[src/rtl/bin2bcd_seq.sv]
// bin2bcd_seq: sequential double-dabble binary-to-BCD converter, one step per clock.
// Optional two's-complement input and sign output when BIN2BCD_SIGNED_EN is defined.
module bin2bcd_seq #(
  parameter int BIN_W  = 8,
  parameter int DIGITS = 3
) (
  input  logic                  clk,
  input  logic                  rst,
  input  logic                  in_valid,
  output logic                  in_ready,
  input  logic [BIN_W-1:0]      bin_in,
  output logic                  out_valid,
  input  logic                  out_ready,
  output logic [4*DIGITS-1:0]   bcd_out,
`ifdef BIN2BCD_SIGNED_EN
  output logic                  ovf,
  output logic                  sign
`else
  output logic                  ovf
`endif
);

  localparam int BW    = 4 * DIGITS;
  localparam int CNT_W = (BIN_W > 1) ? $clog2(BIN_W) : 1;
  localparam logic [CNT_W-1:0] LAST = CNT_W'(BIN_W - 1);

  localparam logic [1:0] IDLE = 2'd0;
  localparam logic [1:0] CONV = 2'd1;
  localparam logic [1:0] DONE = 2'd2;

  logic [1:0]       state_q, state_d;
  logic [CNT_W-1:0] cnt_q, cnt_d;
  logic [BW-1:0]    work_q, work_d;
  logic [BIN_W-1:0] shreg_q, shreg_d;
  logic             sticky_q, sticky_d;
  logic [BW-1:0]    bcd_q, bcd_d;
  logic             ovf_q, ovf_d;

  logic [BW-1:0]    adj;
  logic [BW-1:0]    work_step;
  logic [BIN_W-1:0] shreg_step;
  logic             lost;
  logic             sticky_step;
  logic [BIN_W-1:0] mag;
  logic             accept;
  logic             release_res;

  assign in_ready    = (state_q == IDLE);
  assign out_valid   = (state_q == DONE);
  assign accept      = in_valid & in_ready;
  assign release_res = out_valid & out_ready;
  assign bcd_out     = bcd_q;
  assign ovf         = ovf_q;

`ifdef BIN2BCD_SIGNED_EN
  logic sign_cap_q, sign_cap_d;
  logic sign_q, sign_d;

  // Magnitude of the two's-complement input; the most negative value maps cleanly.
  always_comb begin
    mag = bin_in;
    if (bin_in[BIN_W-1]) begin
      mag = ~bin_in + 1'b1;
    end
  end

  assign sign = sign_q;
`else
  // Unsigned input is its own magnitude.
  always_comb begin
    mag = bin_in;
  end
`endif

  // Add-3 correction on every working digit above 4.
  always_comb begin
    adj = '0;
    for (int k = 0; k < DIGITS; k++) begin
      if (work_q[4*k +: 4] > 4'd4) begin
        adj[4*k +: 4] = work_q[4*k +: 4] + 4'd3;
      end else begin
        adj[4*k +: 4] = work_q[4*k +: 4];
      end
    end
  end

  // One double-dabble shift; the bit leaving the top digit marks overflow.
  always_comb begin
    lost        = adj[BW-1];
    {work_step, shreg_step} = {adj[BW-2:0], shreg_q, 1'b0};
    sticky_step = sticky_q | lost;
  end

  // Next-state, datapath and result-register updates.
  always_comb begin
    state_d  = state_q;
    cnt_d    = cnt_q;
    work_d   = work_q;
    shreg_d  = shreg_q;
    sticky_d = sticky_q;
    bcd_d    = bcd_q;
    ovf_d    = ovf_q;
`ifdef BIN2BCD_SIGNED_EN
    sign_cap_d = sign_cap_q;
    sign_d     = sign_q;
`endif
    unique case (state_q)
      IDLE: begin
        if (accept) begin
          shreg_d  = mag;
          work_d   = '0;
          sticky_d = 1'b0;
          cnt_d    = '0;
          state_d  = CONV;
`ifdef BIN2BCD_SIGNED_EN
          sign_cap_d = bin_in[BIN_W-1];
`endif
        end
      end
      CONV: begin
        work_d   = work_step;
        shreg_d  = shreg_step;
        sticky_d = sticky_step;
        cnt_d    = cnt_q + 1'b1;
        if (cnt_q == LAST) begin
          state_d = DONE;
          cnt_d   = '0;
          ovf_d   = sticky_step;
          bcd_d   = sticky_step ? {DIGITS{4'h9}} : work_step;
`ifdef BIN2BCD_SIGNED_EN
          sign_d = sign_cap_q;
`endif
        end
      end
      DONE: begin
        if (release_res) begin
          state_d = IDLE;
        end
      end
      default: begin
        state_d = IDLE;
      end
    endcase
  end

  // State and datapath registers with synchronous reset.
  always_ff @(posedge clk) begin
    if (rst) begin
      state_q  <= IDLE;
      cnt_q    <= '0;
      work_q   <= '0;
      shreg_q  <= '0;
      sticky_q <= 1'b0;
      bcd_q    <= '0;
      ovf_q    <= 1'b0;
    end else begin
      state_q  <= state_d;
      cnt_q    <= cnt_d;
      work_q   <= work_d;
      shreg_q  <= shreg_d;
      sticky_q <= sticky_d;
      bcd_q    <= bcd_d;
      ovf_q    <= ovf_d;
    end
  end

`ifdef BIN2BCD_SIGNED_EN
  // Sign capture at accept and presentation at result load.
  always_ff @(posedge clk) begin
    if (rst) begin
      sign_cap_q <= 1'b0;
      sign_q     <= 1'b0;
    end else begin
      sign_cap_q <= sign_cap_d;
      sign_q     <= sign_d;
    end
  end
`endif

endmodule

[config.mk]
export PLATFORM = sky130hd
export DESIGN_NAME = bin2bcd_seq
export DESIGN_NICKNAME = d
export VERILOG_FILES = /design/src/rtl/bin2bcd_seq.sv
export SDC_FILE = /design/constraint.sdc
export NUM_CORES = 1
export LEC_CHECK = 0
export ABC_AREA = 1
export ABC_CLOCK_PERIOD_IN_PS = 1600
export BUFFER_PORTS_ARGS = -buffer_cell sky130_fd_sc_hd__buf_2
export CORE_MARGIN = 2
export CORE_UTILIZATION = 40
export DETAILED_ROUTE_END_ITERATION = 16
export PLACE_DENSITY = 0.56
export SLEW_MARGIN = 20
export SYNTH_ARGS = -nofsm -noshare
export SYNTH_HDL_FRONTEND = slang
export SYNTH_SLANG_ARGS = --single-unit
[constraint.sdc]
create_clock -name clk -period 1.6 [get_ports clk]
set_input_delay 0.08 -clock clk [delete_from_list [all_inputs] [get_ports clk]]
set_output_delay 0.08 -clock clk [all_outputs]
set_load 0.005 [all_outputs]
* Yosys cells after proc, flatten, opt, wreduce, memory -nomap -nowiden
Cells that the tools add are included.
** Word-level totals
- Output and inout port bits :: 15
- Logic and storage cells :: 45
- Flip-flop bits (word level) :: 39
- Bits of input ports :: 12
** Operators by class
- Bitwise gates (word level) :: 3
- $lt $le $gt $ge :: 3
- Equal/unequal tests :: 6
- Multiplexer cells :: 17
- Reductions and logical operators :: 5
- Add/subtract/negate cells :: 4
** Operators with widths (count)
- 2-to-1 mux 12 bit :: 2
- case mux 12 bit (2 select lines) :: 1
- case mux 8 bit (2 select lines) :: 1
- adder 4 x 2 -> 4 bit (second input constant) :: 3
- > comparator 4 x 3 -> 1 bit (second input constant) :: 3
- 2-to-1 mux 4 bit :: 3
- 2-to-1 mux 8 bit :: 1
- 2-to-1 mux 2 bit :: 3
- 2-to-1 mux 3 bit :: 2
- case mux 2 bit (3 select lines) :: 1
- case mux 3 bit (2 select lines) :: 1
- != test 2 x 1 -> 1 bit (second input constant) :: 2
- AND reduction 2 bit :: 2
- adder 3 x 1 -> 3 bit (second input constant) :: 1
- == test 3 bit (second input constant) :: 1
- AND reduction 3 bit :: 1
- AND 1 bit :: 2
- == test 2 x 1 -> 1 bit (second input constant) :: 1
- == test 2 bit (second input constant) :: 1
- zero test 2 bit :: 1
- != test 2 bit (second input constant) :: 1
- case mux 1 bit (2 select lines) :: 1
- nonzero test 2 bit :: 1
- 2-to-1 mux 1 bit :: 1
- bitwise OR 1 bit :: 1

* Depth between registers and ports, before layout
Gate-level depths: netlist (run 1).
- Word-level depth :: 4
- Depth in mapped cells :: 9
- Mapped depth without buffers :: 9

* Worst setup path after synthesis (run 1)
Ideal clock, no wire load.
- Kind :: flip-flop to flip-flop
- From :: reg work_q[8]
- To :: reg bcd_q[11], in the netlist bcd_out[11]
- Stages on the path, launching flop included :: 10
- Arrival :: 1.191 ns
- Setup slack :: 0.339 ns
- Cell sequence :: dfxtp_1 > inv_2 > ha_1 > nor2_1 > nand3_1 > nand2_1 > nor2_4 > nand2_1 > inv_2 > a21oi_1
** On the way
- Longest elaborated chain between the ends :: 4
- Elaborated cells between the ends (all ways) :: 5
** RTL lines
- from (decl) :: line 33 : logic [BW-1:0] work_q, work_d;
- from (signal assigned) :: line 159 : work_q <= work_d;
- adder 4 x 2 -> 4 bit / > comparator 4 x 3 -> 1 bit (equally long branches) :: line 80, 79
- 2-to-1 mux 4 bit (*) :: line 79 : if (work_q[4*k +: 4] > 4'd4) begin
- bitwise OR 1 bit :: line 91 : sticky_step = sticky_q | lost;
- 2-to-1 mux 12 bit (*) :: line 129 : bcd_d = sticky_step ? {DIGITS{4'h9}} : work_step;
- to (signal assigned) :: line 154 : bcd_q <= '0;
- to (signal assigned) :: line 162 : bcd_q <= bcd_d;
- to (decl) :: line 36 : logic [BW-1:0] bcd_q, bcd_d;
Every way passes the cells marked *; elsewhere a longest branch is shown, timed or not.
A chain may end at the register's enable or synchronous reset.

* Final worst setup path (run 1)
- From :: reg work_q[0]
- To :: reg bcd_q[2], in the netlist bcd_out[2]
** On the way
- Longest elaborated chain between the ends :: 3
- Elaborated cells between the ends (all ways) :: 4
** RTL lines (line)
- adder 4 x 2 -> 4 bit / > comparator 4 x 3 -> 1 bit (equally long branches) :: 80, 79
- 2-to-1 mux 4 bit (*) :: 79
- 2-to-1 mux 12 bit (*) :: 129
Marked as above.

==> flow_metrics.env, run 1 <==
export IMPL_synth_seq_area_share_pct=43.0
export IMPL_arrival_ns=1.65
export IMPL_die_y_um=71.4
export IMPL_numCtsBuffers=5
export IMPL_routed_wirelength_um=3830
export IMPL_netlist_area_leader_share_pct=43.0
export IMPL_layout_commonest_cell="nand2_1"
export IMPL_critPathRequiredTime_ns=1.82
export IMPL_place_congestion=0.828
export IMPL_vias=1642
export IMPL_cts_root_buf="clkbuf_8"
export IMPL_io_pins=27
export IMPL_drive_gt1_share_pct=17.9
export IMPL_die_width_um=71.4
export IMPL_netlist_area_um2=1820
export IMPL_synth_area_leaders="dfxtp_1, nand2_1, a21oi_1"
export IMPL_crit_path_max_fanout=5
export IMPL_layout_nets=309
export IMPL_hold_violations=0
export IMPL_insertion_delay_ns=0.28
export IMPL_cp_end_kind="flop"
export IMPL_ir_drop_mv=0.523
export IMPL_layout_common_cells="nand2_1, dfxtp_1, a21oi_1"
export IMPL_period_share_pct=88.9
export IMPL_hold_path_class="input pin to flop"
export IMPL_drtIter0Drc=107
export IMPL_start_util_pct=41.7
export IMPL_cts_tree="built"
export IMPL_drc=0
export IMPL_rows=24
export IMPL_setup_violations=0
export IMPL_fin_crit_ns=1.42
export IMPL_fmax_ghz=0.703
export IMPL_area_growth_syn_to_layout_pct=19.6
export IMPL_vias_per_cell=4.79
export IMPL_nFillCells=440
export IMPL_ff_latch_area_um2=781
export IMPL_yosys_warnings=0
export IMPL_p_leak_nw=0.929
export IMPL_ys_seq_elements=39
export IMPL_synth_cells=260
export IMPL_portBuffers=26
export IMPL_status="finished clean"
export IMPL_track_usage_pct=15.7
export IMPL_slew_headroom_pct=77.4
export IMPL_cap_violations=0
export IMPL_skew_ns=0.00211
export IMPL_core_area_um2=4350
export IMPL_r2r_slack_ns=0.18
export IMPL_grt_max_degree=33
export IMPL_dp_hpwl_um=2690
export IMPL_cts_buffer_depth=2
export IMPL_dieArea_um2=5100
export IMPL_htreeDepth=2
export IMPL_wire_per_inst_um=11.2
export IMPL_clkSinkCount=39
export IMPL_start_kind="flop"
export IMPL_clk_pin_slew_ns=0.08
export IMPL_final_antenna_net_count=0
export IMPL_antennaDiodeCount=0
export IMPL_first_pass_iters=4
export IMPL_grt_overflow_total=0
export IMPL_dp_cells=333
export IMPL_worstMarginPinSlew_ns=0.340
export IMPL_grt_pass1_wl_um=6470
export IMPL_synth_area_leader_cell="dfxtp_1"
export IMPL_avgSynthCellArea_um2=6.99
export IMPL_crit_type="flop to flop"
export IMPL_drv_slew=0
export IMPL_antenna_found_initial=0
export IMPL_yosys_cell_types_count=18
export IMPL_rsz0062_at_grt="false"
export IMPL_cellPowerDensity_nw_per_um2=974
export IMPL_multi_input_area_um2=885
export IMPL_final_cells=343
export IMPL_r2r_cells=9
export IMPL_whs_path_depth=4
export IMPL_synth_net_count=279
export IMPL_fin_tns_setup_ns=0
export IMPL_grt_pass1_vias=1481
[logic make-up (layout without fill, tap and decap cells)]
| family | Yosys count | count (layout) | synth area share, % |
|---|---|---|---|
| compound gates | 59 | 59 | 16.5 |
| xor+xnor | 1 | 1 | 0.482 |
| fa+ha+maj | 7 | 7 | 4.82 |
| buf+inv | 36 | 67 | 8.54 |
| flops | 39 | 39 | 43.0 |
| simple gates | 118 | 118 | 26.7 |
[worst max-delay path: stages, from the launching register on]
cell and delay, ns:
dfxtp_1 0.39, inv_1 0.09, ha_1 0.21, inv_1 0.05, nand2_1 0.07, nand2_1 0.13, nand2_1 0.06, o21ai_1 0.13
nand3_1 0.11, a21oi_1 0.12
[synthesized netlist by cell type]
| master | instances |
|---|---|
| xnor2_1 | 1 |
| a21oi_1 | 33 |
| nand3_1 | 15 |
| o21ai_0 | 12 |
| a211oi_1 | 1 |
| buf_2 | 4 |
| o21ai_1 | 12 |
| buf_6 | 2 |
| dfxtp_1 | 39 |
| nand2_4 | 1 |
| nor2_4 | 2 |
| nand2_1 | 71 |
| nor2_1 | 29 |
| inv_2 | 7 |
| clkbuf_1 | 4 |
| inv_1 | 19 |
| o31ai_1 | 1 |
| ha_1 | 7 |
[state kept, by name (all words and copies together) (netlist names)]
| name | count |
|---|---|
| state_q | 2 |
| ovf | 1 |
| work_q | 12 |
| cnt_q | 3 |
| shreg_q | 8 |
| bcd_out | 12 |
| sticky_q | 1 |
[routing by layer]
layer  vias up  wire length (um)  global-route usage [%]
met1       721              1960                    20.5
met3         5               107                    3.94
li1        897                 -                       -
met5         -                 0                       0
met2        19              1720                    25.3
met4         0                41                    5.87
[cell type report]
type | count | area share [%]
tap | 52 | 3.00
multi-input combinational | 185 | 40.7
sequential | 39 | 35.9
inverter | 26 | 4.49
timing repair buffer | 33 | 9.56
clock inverter | 3 | 3.11
clock buffer | 5 | 3.17
[per-stage QoR]
stage / utilization, % / total power (W) / hold slack (ns) / setup WS (ns) / cell area (um2)
after CTS: 49.5 / 0.00214 / 0.0386 / 0.102 / 2160
after floorplan: - / 0.00112 / 0.244 / 0.339 / 1820
final: 49.9 / 0.00212 / 0.0471 / 0.177 / 2170
after global placement: 46.4 / 0.00117 / 0.350 / 0.130 / 2020
after detailed placement: 46.4 / 0.00117 / 0.352 / 0.119 / 2020
after global routing: 49.9 / 0.00220 / 0.0730 / 0.00999 / 2170
[repair_timing]
item / in CTS / in global routing
resized for setup: 0 / 2
setup buffers: 0 / 2
endpoints found under the setup margin: 0 / 8
hold buffers: 0 / 0
[path summary, 6_finish.rpt]
kind | startpoint | to
worst max-delay path | work_q[0]$_SDFFE_PP0P_ | bcd_out[2]$_SDFFE_PP0P_
worst min-delay path | out_ready | state_q[1]$_SDFFE_PP0P_
worst max register to register | work_q[0]$_SDFFE_PP0P_ | bcd_out[2]$_SDFFE_PP0P_
worst min register to register | shreg_q[6]$_SDFFE_PP0P_ | shreg_q[6]$_SDFFE_PP0P_
[report_power, final]
group / internal, W / total [W] / switching, W / leakage, nW
sequential: 0.000991 / 0.00100 / 0.0000130 / 0.316
combinational: 0.0000566 / 0.000141 / 0.0000846 / 0.549
clock: 0.000622 / 0.000971 / 0.000349 / 0.0644
total: 0.00167 / 0.00212 / 0.000447 / 0.929
Power figures use the tool's default switching activity.
==> run 2, diff against run 1 <==
--- a/config.mk
+++ b/config.mk
@@ -6,7 +6,7 @@
 export NUM_CORES = 1
 export LEC_CHECK = 0
 export ABC_AREA = 1
-export ABC_CLOCK_PERIOD_IN_PS = 1600
+export ABC_CLOCK_PERIOD_IN_PS = 1400
 export BUFFER_PORTS_ARGS = -buffer_cell sky130_fd_sc_hd__buf_2
 export CORE_MARGIN = 2
 export CORE_UTILIZATION = 40
==> constraint.sdc (replaced) <==
create_clock -name clk -period 1.4 [get_ports clk]
set_input_delay 0.07 -clock clk [delete_from_list [all_inputs] [get_ports clk]]
set_output_delay 0.07 -clock clk [all_outputs]
set_load 0.005 [all_outputs]
==> flow_metrics.env, run 2 (synthesized netlist as in run 1, its figures left out) <==
export IMPL_power_frac_clock_pct=35.1
export IMPL_clkSinkCount=39
export IMPL_final_cells=352
export IMPL_ff_latch_area_um2=787
export IMPL_cellPowerDensity_nw_per_um2=889
export IMPL_layout_nets=318
export IMPL_rsz0062_at_grt="true"
export IMPL_pwr_share_comb_pct=8.0
export IMPL_r2r_slack_ns=0.04
export IMPL_fin_crit_ns=1.36
export IMPL_track_usage_pct=16.6
export IMPL_grt_pass1_wl_um=6810
export IMPL_fin_util_pct=52.3
export IMPL_fin_tns_setup_ns=0
export IMPL_internal_power_w=0.00155
export IMPL_start_util_pct=41.7
export IMPL_cp_end_kind="flop"
export IMPL_grt_max_degree=33
export IMPL_routed_wirelength_um=4020
export IMPL_ir_drop_mv=0.430
export IMPL_hold_ws_ns=0.0477
export IMPL_cts_root_buf="clkbuf_8"
export IMPL_place_congestion=0.807
export IMPL_drive_gt1_share_pct=25.3
export IMPL_antennaDiodeCount=0
export IMPL_cts_buffer_depth=2
export IMPL_sw_frac_of_total_pct=23.4
export IMPL_core_area_um2=4350
export IMPL_layout_common_cells="nand2_1, dfxtp_1, a21oi_1"
export IMPL_nFillCells=457
export IMPL_rows=24
export IMPL_vias_per_cell=4.82
export IMPL_status="finished clean"
export IMPL_fmax_ghz=0.737
export IMPL_layout_commonest_cell="nand2_1"
export IMPL_start_kind="flop"
export IMPL_cts_tree="built"
export IMPL_area_growth_syn_to_layout_pct=25.3
export IMPL_cap_violations=0
export IMPL_dp_hpwl_um=2800
export IMPL_crit_path_max_fanout=6
export IMPL_p_leak_nw=0.954
export IMPL_die_y_um=71.4
export IMPL_die_width_um=71.4
export IMPL_drc=0
export IMPL_final_antenna_net_count=0
export IMPL_multi_input_area_um2=956
export IMPL_portBuffers=26
export IMPL_slew_headroom_pct=81.7
export IMPL_wire_per_inst_um=11.4
export IMPL_critPathRequiredTime_ns=1.62
export IMPL_placed_area_um2=2070
export IMPL_worstMarginPinSlew_ns=0.271
export IMPL_power_switching_w=0.000474
export IMPL_numCtsBuffers=5
export IMPL_crit_type="flop to flop"
export IMPL_period_share_pct=96.9
export IMPL_dp_cells=340
export IMPL_hold_violations=0
export IMPL_dieArea_um2=5100
export IMPL_skew_ns=0.00545
export IMPL_drtIter0Drc=76
export IMPL_vias=1695
export IMPL_hold_path_class="input pin to flop"
export IMPL_drv_slew=0
export IMPL_htreeDepth=2
export IMPL_antenna_found_initial=0
export IMPL_p_seq_share_pct=56.9
export IMPL_insertion_delay_ns=0.28
export IMPL_grt_pass1_vias=1518
export IMPL_grt_overflow_total=0
export IMPL_first_pass_iters=4
export IMPL_io_pins=27
export IMPL_clk_pin_slew_ns=0.07
export IMPL_setup_violations=0
export IMPL_design_area_um2=2280
export IMPL_arrival_ns=1.57
## run 2: cell types whose count changed in the layout (fill, tap and decap cells not counted), sizes merged
| cell | change |
|---|---|
| bufinv | -2 |
| clkbuf | +2 |
| clkinvlp | -1 |
| buf | +9 |
| clkinv | +1 |
## run 2: repair_timing
action / CTS / global route
pin swaps: 1 / 8
gates cloned: 0 / 0
endpoints found under the setup margin: 6 / 19
endpoints found under the hold margin: 0 / 0
setup buffers: 0 / 4
hold buffers: 0 / 0
gates resized for setup: 1 / 28
## run 2: metrics by stage
stage / power, W / worst slack [ns]
2_1_floorplan: 0.00128 / 0.139
3_3_place_gp: 0.00134 / 0.0190
3_5_place_dp: 0.00134 / -0.0276
4_1_cts: 0.00206 / 0.0158
5_1_grt: 0.00213 / -0.0495
6_report: 0.00202 / 0.0439
## run 2: path summary, 6_finish.rpt
path / from / to / cells after the start
max: cnt_q[0]$_SDFFE_PP0P_ / bcd_out[1]$_SDFFE_PP0P_ / 7
min: out_ready / state_q[1]$_SDFFE_PP0P_ / 4
max reg2reg: cnt_q[0]$_SDFFE_PP0P_ / bcd_out[1]$_SDFFE_PP0P_ / 7
min reg2reg: bcd_out[9]$_SDFFE_PP0P_ / bcd_out[9]$_SDFFE_PP0P_ / 2
## run 2: layer usage
layer | vias up | track usage [%] | wire, um
met2 | 18 | 25.5 | 1830
met3 | 5 | 3.38 | 97
li1 | 915 | - | -
met5 | - | 0 | 0
met4 | 0 | 6.29 | 54
met1 | 757 | 23.1 | 2030
## run 2: layout make-up
class | count | share of cell area [%]
Clock buffer | 7 | 3.35
Clock inverter | 1 | 0.220
Inverter | 26 | 4.29
Multi-Input combinational cell | 185 | 42.0
Sequential cell | 39 | 34.6
Tap cell | 52 | 2.86
Timing Repair Buffer | 42 | 12.7
## run 2: power by group through the flow
stage	clock, W	combinational (W)	sequential, W
global placement	0	0.000163	0.00118
floorplan	0	0.000105	0.00117
finish	0.000710	0.000162	0.00115
detailed placement	0	0.000165	0.00118
global route	0.000796	0.000184	0.00115
CTS	0.000746	0.000165	0.00115
## run 2: critical path: stages, from the launching register on
cell	delay, ns
dfxtp_2	0.36
ha_4	0.14
ha_4	0.12
inv_1	0.05
nor2_4	0.23
buf_4	0.17
nand3_1	0.08
a21oi_1	0.14
